<file path="src/rtl/cpu_reg_pkg.sv">
// Shared types and helpers for the CPU pointer-style registers.
package cpu_reg_pkg;

    typedef enum logic [1:0] {
        OP_HOLD,
        OP_LOAD,
        OP_INC,
        OP_DEC
    } reg_op_t;

    // A single input still needs a 1-bit select so the select port never collapses to zero width.
    function automatic int unsigned sel_width(input int unsigned n);
        return (n > 1) ? $clog2(n) : 1;
    endfunction

endpackage

</file>
<file path="src/rtl/bus_priority_mux.sv">
// Highest-index-wins priority encoder and word mux over packed bus inputs.
module bus_priority_mux
    import cpu_reg_pkg::*;
#(
    parameter int unsigned WIDTH       = 8,
    parameter int unsigned INPUT_COUNT = 2
) (
    input  logic [WIDTH*INPUT_COUNT-1:0] bus_inputs,
    input  logic [INPUT_COUNT-1:0]       read_enable,
    output logic [WIDTH-1:0]             sel_word,
    output logic                         any_valid,
    output logic                         multi_hot
);

    localparam int unsigned SEL_W = sel_width(INPUT_COUNT);

    logic [SEL_W-1:0] sel;

    always_comb begin
        sel = '0;
        for (int unsigned i = 0; i < INPUT_COUNT; i++) begin
            if (read_enable[i]) begin
                sel = SEL_W'(i);
            end
        end
    end

    always_comb begin
        sel_word = '0;
        for (int unsigned i = 0; i < INPUT_COUNT; i++) begin
            if (SEL_W'(i) == sel) begin
                sel_word = bus_inputs[i*WIDTH +: WIDTH];
            end
        end
    end

    assign any_valid = |read_enable;
    assign multi_hot = ($countones(read_enable) > 1);

endmodule

</file>
<file path="src/rtl/counting_bus_register.sv">
// Bus register with priority load, wrapping inc/dec, carry/zero flags and sticky conflict detection.
module counting_bus_register
    import cpu_reg_pkg::*;
#(
    parameter int unsigned      WIDTH         = 8,
    parameter int unsigned      INPUT_COUNT   = 2,
    parameter int unsigned      OUTPUT_COUNT  = 1,
    parameter logic [WIDTH-1:0] DEFAULT_VALUE = '0
) (
    input  logic                          clk,
    input  logic                          rst,
    input  logic [WIDTH*INPUT_COUNT-1:0]  busInputs,
    input  logic [INPUT_COUNT-1:0]        busReadEnable,
    input  logic                          incEnable,
    input  logic                          decEnable,
    input  logic [OUTPUT_COUNT-1:0]       busWriteEnable,
    output logic [WIDTH*OUTPUT_COUNT-1:0] busOutputs,
    output logic [WIDTH-1:0]              value,
    output logic                          carry,
    output logic                          zero,
    output logic                          conflict,
    input  logic                          clearConflict
);

    logic [WIDTH-1:0] value_q, value_d;
    logic             carry_q, carry_d;
    logic             conflict_q, conflict_d;

    logic [WIDTH-1:0] load_word;
    logic             load_valid;
    logic             load_multi;
    reg_op_t          op;
    logic [WIDTH:0]   inc_sum;
    logic [WIDTH:0]   dec_diff;

    bus_priority_mux #(
        .WIDTH       (WIDTH),
        .INPUT_COUNT (INPUT_COUNT)
    ) u_mux (
        .bus_inputs  (busInputs),
        .read_enable (busReadEnable),
        .sel_word    (load_word),
        .any_valid   (load_valid),
        .multi_hot   (load_multi)
    );

    always_comb begin
        op = OP_HOLD;
        if (load_valid) begin
            op = OP_LOAD;
        end else if (incEnable && !decEnable) begin
            op = OP_INC;
        end else if (decEnable && !incEnable) begin
            op = OP_DEC;
        end
    end

    // The extra top bit carries out of an increment or borrows out of a decrement.
    assign inc_sum  = {1'b0, value_q} + (WIDTH+1)'(1);
    assign dec_diff = {1'b0, value_q} - (WIDTH+1)'(1);

    always_comb begin
        value_d    = value_q;
        carry_d    = carry_q;
        conflict_d = conflict_q;

        unique case (op)
            OP_LOAD: value_d = load_word;
            OP_INC: begin
                value_d = inc_sum[WIDTH-1:0];
                carry_d = inc_sum[WIDTH];
            end
            OP_DEC: begin
                value_d = dec_diff[WIDTH-1:0];
                carry_d = dec_diff[WIDTH];
            end
            default: ;
        endcase

        // Set wins over clear in the same cycle.
        if (clearConflict) begin
            conflict_d = 1'b0;
        end
        if (load_multi) begin
            conflict_d = 1'b1;
        end

        if (rst) begin
            value_d    = DEFAULT_VALUE;
            carry_d    = 1'b0;
            conflict_d = 1'b0;
        end
    end

    always_ff @(posedge clk) begin
        value_q    <= value_d;
        carry_q    <= carry_d;
        conflict_q <= conflict_d;
    end

    always_comb begin
        busOutputs = '0;
        for (int unsigned j = 0; j < OUTPUT_COUNT; j++) begin
            if (busWriteEnable[j]) begin
                busOutputs[j*WIDTH +: WIDTH] = value_q;
            end
        end
    end

    assign value    = value_q;
    assign carry    = carry_q;
    assign zero     = (value_q == '0);
    assign conflict = conflict_q;

endmodule

</file>
<file path="config.mk">
export PLATFORM = sky130hd
export DESIGN_NAME = counting_bus_register
export DESIGN_NICKNAME = d
export VERILOG_FILES = /design/src/rtl/cpu_reg_pkg.sv /design/src/rtl/bus_priority_mux.sv /design/src/rtl/counting_bus_register.sv
export SDC_FILE = /design/constraint.sdc
export NUM_CORES = 1
export LEC_CHECK = 0
export ABC_AREA = 1
export BUFFER_PORTS_ARGS = -buffer_cell sky130_fd_sc_hd__buf_2
export CORE_MARGIN = 8
export CORE_UTILIZATION = 25
export DETAILED_ROUTE_END_ITERATION = 8
export GPL_TIMING_DRIVEN = 0
export MAX_ROUTING_LAYER = met4
export PLACE_DENSITY = 0.57
export SYNTH_ARGS = -nofsm -noshare
export SYNTH_HDL_FRONTEND = slang
export SYNTH_SLANG_ARGS = --single-unit
</file>
<file path="constraint.sdc">
create_clock -name clk -period 2.85 [get_ports clk]
set_input_delay 0.57 -clock clk [delete_from_list [all_inputs] [get_ports clk]]
set_output_delay 0.57 -clock clk [all_outputs]
set_load 0.005 [all_outputs]
</file>
## Word level (Yosys, flattened, before mapping)

Cells that the tools add are included.

- Add/sub/neg operators: 3
- Multiply operators: 0
- Div/mod/pow operators: 0
- $lt $le $gt $ge: 1
- Equality and inequality tests: 3
- Shift operators: 0
- Multiplexer cells: 10
- Bitwise gates (word level): 0
- Reductions and logical operators: 9

Operators by type and width:

| cell | number |
|---|---|
| 32-bit by 2-bit greater-than comparator with 1-bit output, second input constant | 1 |
| 8-bit case mux with 3 select lines | 1 |
| 8-bit 2-to-1 mux | 2 |
| 8-bit by 1-bit adder with 9-bit output, second input constant | 1 |
| 8-bit by 1-bit subtractor with 9-bit output, second input constant | 1 |
| 8-bit zero test | 1 |
| 2-bit 2-to-1 mux | 3 |
| 2-bit equality test, second input constant | 2 |
| 2-bit nonzero test | 2 |
| 1-bit 2-to-1 mux | 3 |
| 3-bit nonzero test | 1 |
| 1-bit by 1-bit adder with 2-bit output | 1 |
| 2-bit by 1-bit equality test with 1-bit output, second input constant | 1 |
| 1-bit logical AND | 2 |
| 1-bit zero test | 2 |
| 1-bit case mux with 2 select lines | 1 |
| 2-bit OR reduction | 1 |

- Bits in registers: 10
- Bits in latches: 0
- Memory bits (writable): 0
- ROM bits: 0
- Input port bits: 24
- Output and inout bits: 19
- Word-level logic and storage cells: 29
- Memories: 0

## Longest topological paths before layout

- Depth in word-level cells: 7
- Mapped depth: 10

## Cells and area by module

From an unflattened synthesis, not the netlist that was laid out.

- Cell total of the unflattened synthesis: 193
- Area, all modules: 1048.5 um2

By module, submodules not included:

| module | instances | cells an instance | area an instance (um2) |
|---|---|---|---|
| counting_bus_register | 1 | 164 | 929.6 |
| bus_priority_mux | 1 | 29 | 118.9 |

## Least setup slack after synthesis

No wires, ideal clock.

- Path type: input-to-reg
- Start: input incEnable
- End: register value_q[0] (netlist: value[0])
- Setup time: 114 ps
- Data arrival time: 1496 ps
- Data required time: 2736 ps
- Path slack: 1240 ps
- Stages: 9
- Path buffers: 1
- Cells stage by stage: inv_1 > ha_1 > inv_1 > nand2_4 > buf_6 > nand2_1 > o21ai_1 > o211ai_2 > inv_1

- Longest elaborated chain between the ends: 7
- Elaborated cells between the ends (all ways): 11
- Classes of those cells: 3 x eq/ne; 4 x mux; 4 x reduce/logical

RTL lines:

| element | line | source |
|---|---|---|
| start, declared | counting_bus_register.sv:14 | `input logic incEnable,` |
| 1-bit zero test | counting_bus_register.sv:53 | `end else if (decEnable && !incEnable) begin` |
| 1-bit logical AND | counting_bus_register.sv:53 |  |
| 2-bit 2-to-1 mux | counting_bus_register.sv:53 |  |
| 2-bit 2-to-1 mux * | counting_bus_register.sv:51 | `end else if (incEnable && !decEnable) begin` |
| 2-bit 2-to-1 mux * | counting_bus_register.sv:49 | `if (load_valid) begin` |
| 2-bit equality test or 2-bit by 1-bit equality test with 1-bit output (tied branches) | counting_bus_register.sv:67 | `unique case (op)` |
| 8-bit case mux with 3 select lines or 3-bit nonzero test (tied branches) | n/a |  |
| end signal, assigned | counting_bus_register.sv:96 | `value_q <= value_d;` |
| end, declared | counting_bus_register.sv:25 | `logic [WIDTH-1:0] value_q, value_d;` |

Every way passes the cells marked *; elsewhere a longest branch is shown, timed or not.
A chain may end at the register's enable or synchronous reset.

## Final worst setup path

- Start: register value_q[5] (netlist: value[5])
- End: output zero

- Longest elaborated chain between the ends: 1

RTL lines:

| element | line | source |
|---|---|---|
| 8-bit zero test | counting_bus_register.sv:112 | `assign zero = (value_q == '0);` |
| end, declared | counting_bus_register.sv:20 | `output logic zero,` |

Every way passes these cells.

==> results.md <==
- Routing usage on met1: 0.1331
- Terminus of the critical flop-to-flop path: value[6]
- Main area contributors after synthesis: sky130_fd_sc_hd__dfxtp_1 18%, sky130_fd_sc_hd__nand2_1 17%, sky130_fd_sc_hd__inv_1 12%
- Number of CTS-inserted buffers: 3
- Sequential area share after synthesis: 0.1843
- Post-CTS repair timing setup buffer count: 0
- Non-filler instance count after layout: 280
- Required time worst endpoint: 2280 ps
- Total count of hold-check failures in the final report: 0
- GRT Util Overall: 0.1073
- Die ar.: 6709 µm²
- Post-detailed-routing wire length: 3.392 mm
- Root cell of the clock tree: sky130_fd_sc_hd__clkbuf_8
- Total number of H-tree levels: 1
- Sort of element at the start of the critical path: flop
- Class of the tightest hold or removal check: reg -> reg
- Result of the run: completed
- GR met3 Demand/Resource: 0.01313
- Height of the chip: 81.91 µm
- Leading area contributor after synthesis: sky130_fd_sc_hd__dfxtp_1
- Endpoint kind of the worst setup timing path: output port
- Number of search-and-repair iterations in the first detailed-routing pass: 6
- Number of standard cells after synthesis: 184
- Via count of the first global-routing pass: 1227
- Power per cell area: 386.8 nW/µm²
- Highest Clock Rate: 0.4890 GHz
- Transition at the pin with the smallest max-transition slack: 317.2 ps
- I/O Buffers: 40
- Kind of critical path: reg -> out
- Sink count of the clock tree: 10
- Number of unique standard cell types used by synthesis: 29
- Post-synth design cell area: 1086 µm²
- Leading cell type by number of instances after synthesis: sky130_fd_sc_hd__nand2_1
- Std-Cell Core Area: 4264 µm²
- Startpoint of the worst hold path: conflict
- Total cell area at the placement stage: between 1000 and 1500 µm²
- Yosys top cell area share: 0.1843
- Antenna violations before repair: 0
- Routed wire per std cell: ~12 µm
- Share of cells above drive strength 1: 0.2807
- Vias/cell: approximately 4.5
- Worst-path maximum fanout: 9
- Routed Antenna Nets: 0
- Reg-to-reg startpoint: value[0]
- Synth Warn #: 0
- Slack of the worst reg-to-reg path: between 1000 and 1500 ps
- Fraction of synthesis flops using an asynchronous set or reset pin: 0
- Hold path depth: 2
- Number of instances resized during post-cts repair: 0
- Area growth, synth to finish: 29.49%
- Number of maximum-capacitance constraint violations: 0
- I/O pins: 43
- Unrepaired setup endpoints after global routing: no
- Leakage power: 0.8255 nW
- Placed Cells incl. Taps: 276
- Pin count of the biggest net entering global routing: 11
- Top cell types by occurrence after synthesis: 49 x sky130_fd_sc_hd__nand2_1, 36 x sky130_fd_sc_hd__inv_1, 18 x sky130_fd_sc_hd__o21ai_0, 16 x sky130_fd_sc_hd__nand3_1, 11 x sky130_fd_sc_hd__nor2_1
- Die X-Extent: 81.91 µm
- Share of the cycle needed by the critical path after routing: 0.7175
- Setup clock skew after layout: 7.870 ps
- Hold buffer count at cts: 0
- Most used flip-flop cell after synthesis: sky130_fd_sc_hd__dfxtp_1
- Worst vdd rail ir drop: 0.0001277 V
- Number of antenna diodes: 0
- GRT busiest layer: met2
- Number of enable-type register cells in the synthesized netlist: 0
- Number of slew-limit violations in the final report: 0
- Mean instance size in the synthesized netlist: a little under 6 µm²
- DRC viols: 0
- Length in cells of the worst reg-to-reg path: 10
- Final net count: 257
- Grt met2 use: 0.1673
- CTS clock-pin slew for the worst setup and hold paths: 60 ps
- Fillcell total: approximately 490
- Total grt overflow: 0
- Cell area after layout: ~1400 µm²
- Relative slew margins: 0.7885
- Syn_nets: 212
- End of the worst hold path: conflict
- TritonCTS clock tree: done
- Final design utilization: 0.3298
- Cell row count: 24
- Final setup vio count: 0
- Total power of the final layout: about 0.00054 W
- Critical Path AT: 1470 ps
- Wire length of the first global-routing pass: 5.540 mm
- Via Count: 1251
- Setup Total Neg Slack: 0 ps
- Worst-case clock buffer depth: 2
- Flops & latches, synth: 10
- Routability congestion estimate from global placement: 0.8791
- Initial cell density of the core: 0.2547
- Clk_lat worst skew: 250 ps
- Dpl hpwl: ~2.7 mm
- 1st-iter DRT viols: 75
- Min cycle time layout: 2045 ps
kinds of logic (layout without fill, tap and decap cells):
logic type               Yosys count  in the layout  synth area share
AND/OR/NAND/NOR                   91             91            0.4136
adder cells (fa/ha/maj)            4              4           0.04608
buffers and inverters             44             88            0.1693
flip-flops                        10             10            0.1843
AO/OA/AOI/OAI                     34             34            0.1763
multiplexers                       1              1           0.01037
layout make-up:
type	instances	area [µm²]	share of cell area
multi-input combinational	130	701.9	0.4991
tap	52	65.06	0.04626
clock buffer	4	55.05	0.03915
sequential	10	200.2	0.1423
buffer	6	41.29	0.02936
inverter	38	142.6	0.1014
timing repair buffer	40	200.2	0.1423
registers in the layout, summed over array words and instances, names as in the netlist:
name,flops
conflict,1
value,8
carry,1
routing by layer:
| metal | wire (µm) | vias to the layer above |
|---|---|---|
| li1 | - | 668 |
| met1 | 1636 | 538 |
| met2 | 1508 | 40 |
| met3 | 193 | 5 |
| met4 | 54 | 0 |
| met5 | 0 | - |
power by group:
group | internal (W) | switching, W | total, W
combinational | 0.0000731 | 0.000107 | 0.000180
clock | 0.000122 | 0.0000695 | 0.000192
sequential | 0.000152 | 0.0000197 | 0.000172
total | 0.000348 | 0.000196 | 0.000544
worst max path at each step:
stage,startpoint,to,cells past startpoint
2_1_floorplan,incEnable,value[0],9
3_3_place_gp,incEnable,value[5],8
3_5_place_dp,incEnable,value[0],9
4_1_cts,value[5],zero,7
5_1_grt,value[5],zero,7
6_report,value[5],zero,7
cell usage in the layout, fill, tap and decap left out, types with 2 or more instances in the layout:
master,count
sky130_fd_sc_hd__clkbuf_8,4
sky130_fd_sc_hd__buf_6,2
sky130_fd_sc_hd__nand4_1,2
sky130_fd_sc_hd__nand3b_1,2
sky130_fd_sc_hd__nand3_1,16
sky130_fd_sc_hd__nor2_1,11
sky130_fd_sc_hd__inv_2,2
sky130_fd_sc_hd__nor2_8,2
sky130_fd_sc_hd__nand2_1,49
sky130_fd_sc_hd__a21oi_1,7
sky130_fd_sc_hd__ha_1,4
sky130_fd_sc_hd__nand3_2,3
sky130_fd_sc_hd__o21ai_0,18
sky130_fd_sc_hd__buf_2,43
sky130_fd_sc_hd__inv_1,36
sky130_fd_sc_hd__a31oi_1,4
sky130_fd_sc_hd__dfxtp_1,10
critical path: stages (launching register included):
cell and delay [ps]:
sky130_fd_sc_hd__dfxtp_1 300, sky130_fd_sc_hd__buf_2 160, sky130_fd_sc_hd__inv_1 140, sky130_fd_sc_hd__nand2_1 70, sky130_fd_sc_hd__nor3_1 250, sky130_fd_sc_hd__nand2_1 90
sky130_fd_sc_hd__nor2_1 90, sky130_fd_sc_hd__buf_2 120
stage by stage:
stage	hold WS [ps]	worst slack, ps
after global placement	452.4	1003
after CTS	465.4	813.8
final	461.9	805.1
after detailed placement	455.5	987.1
after global routing	509.2	739.3
after floorplan	449.1	1240
Note: power is estimated with default switching activity, not from simulation.
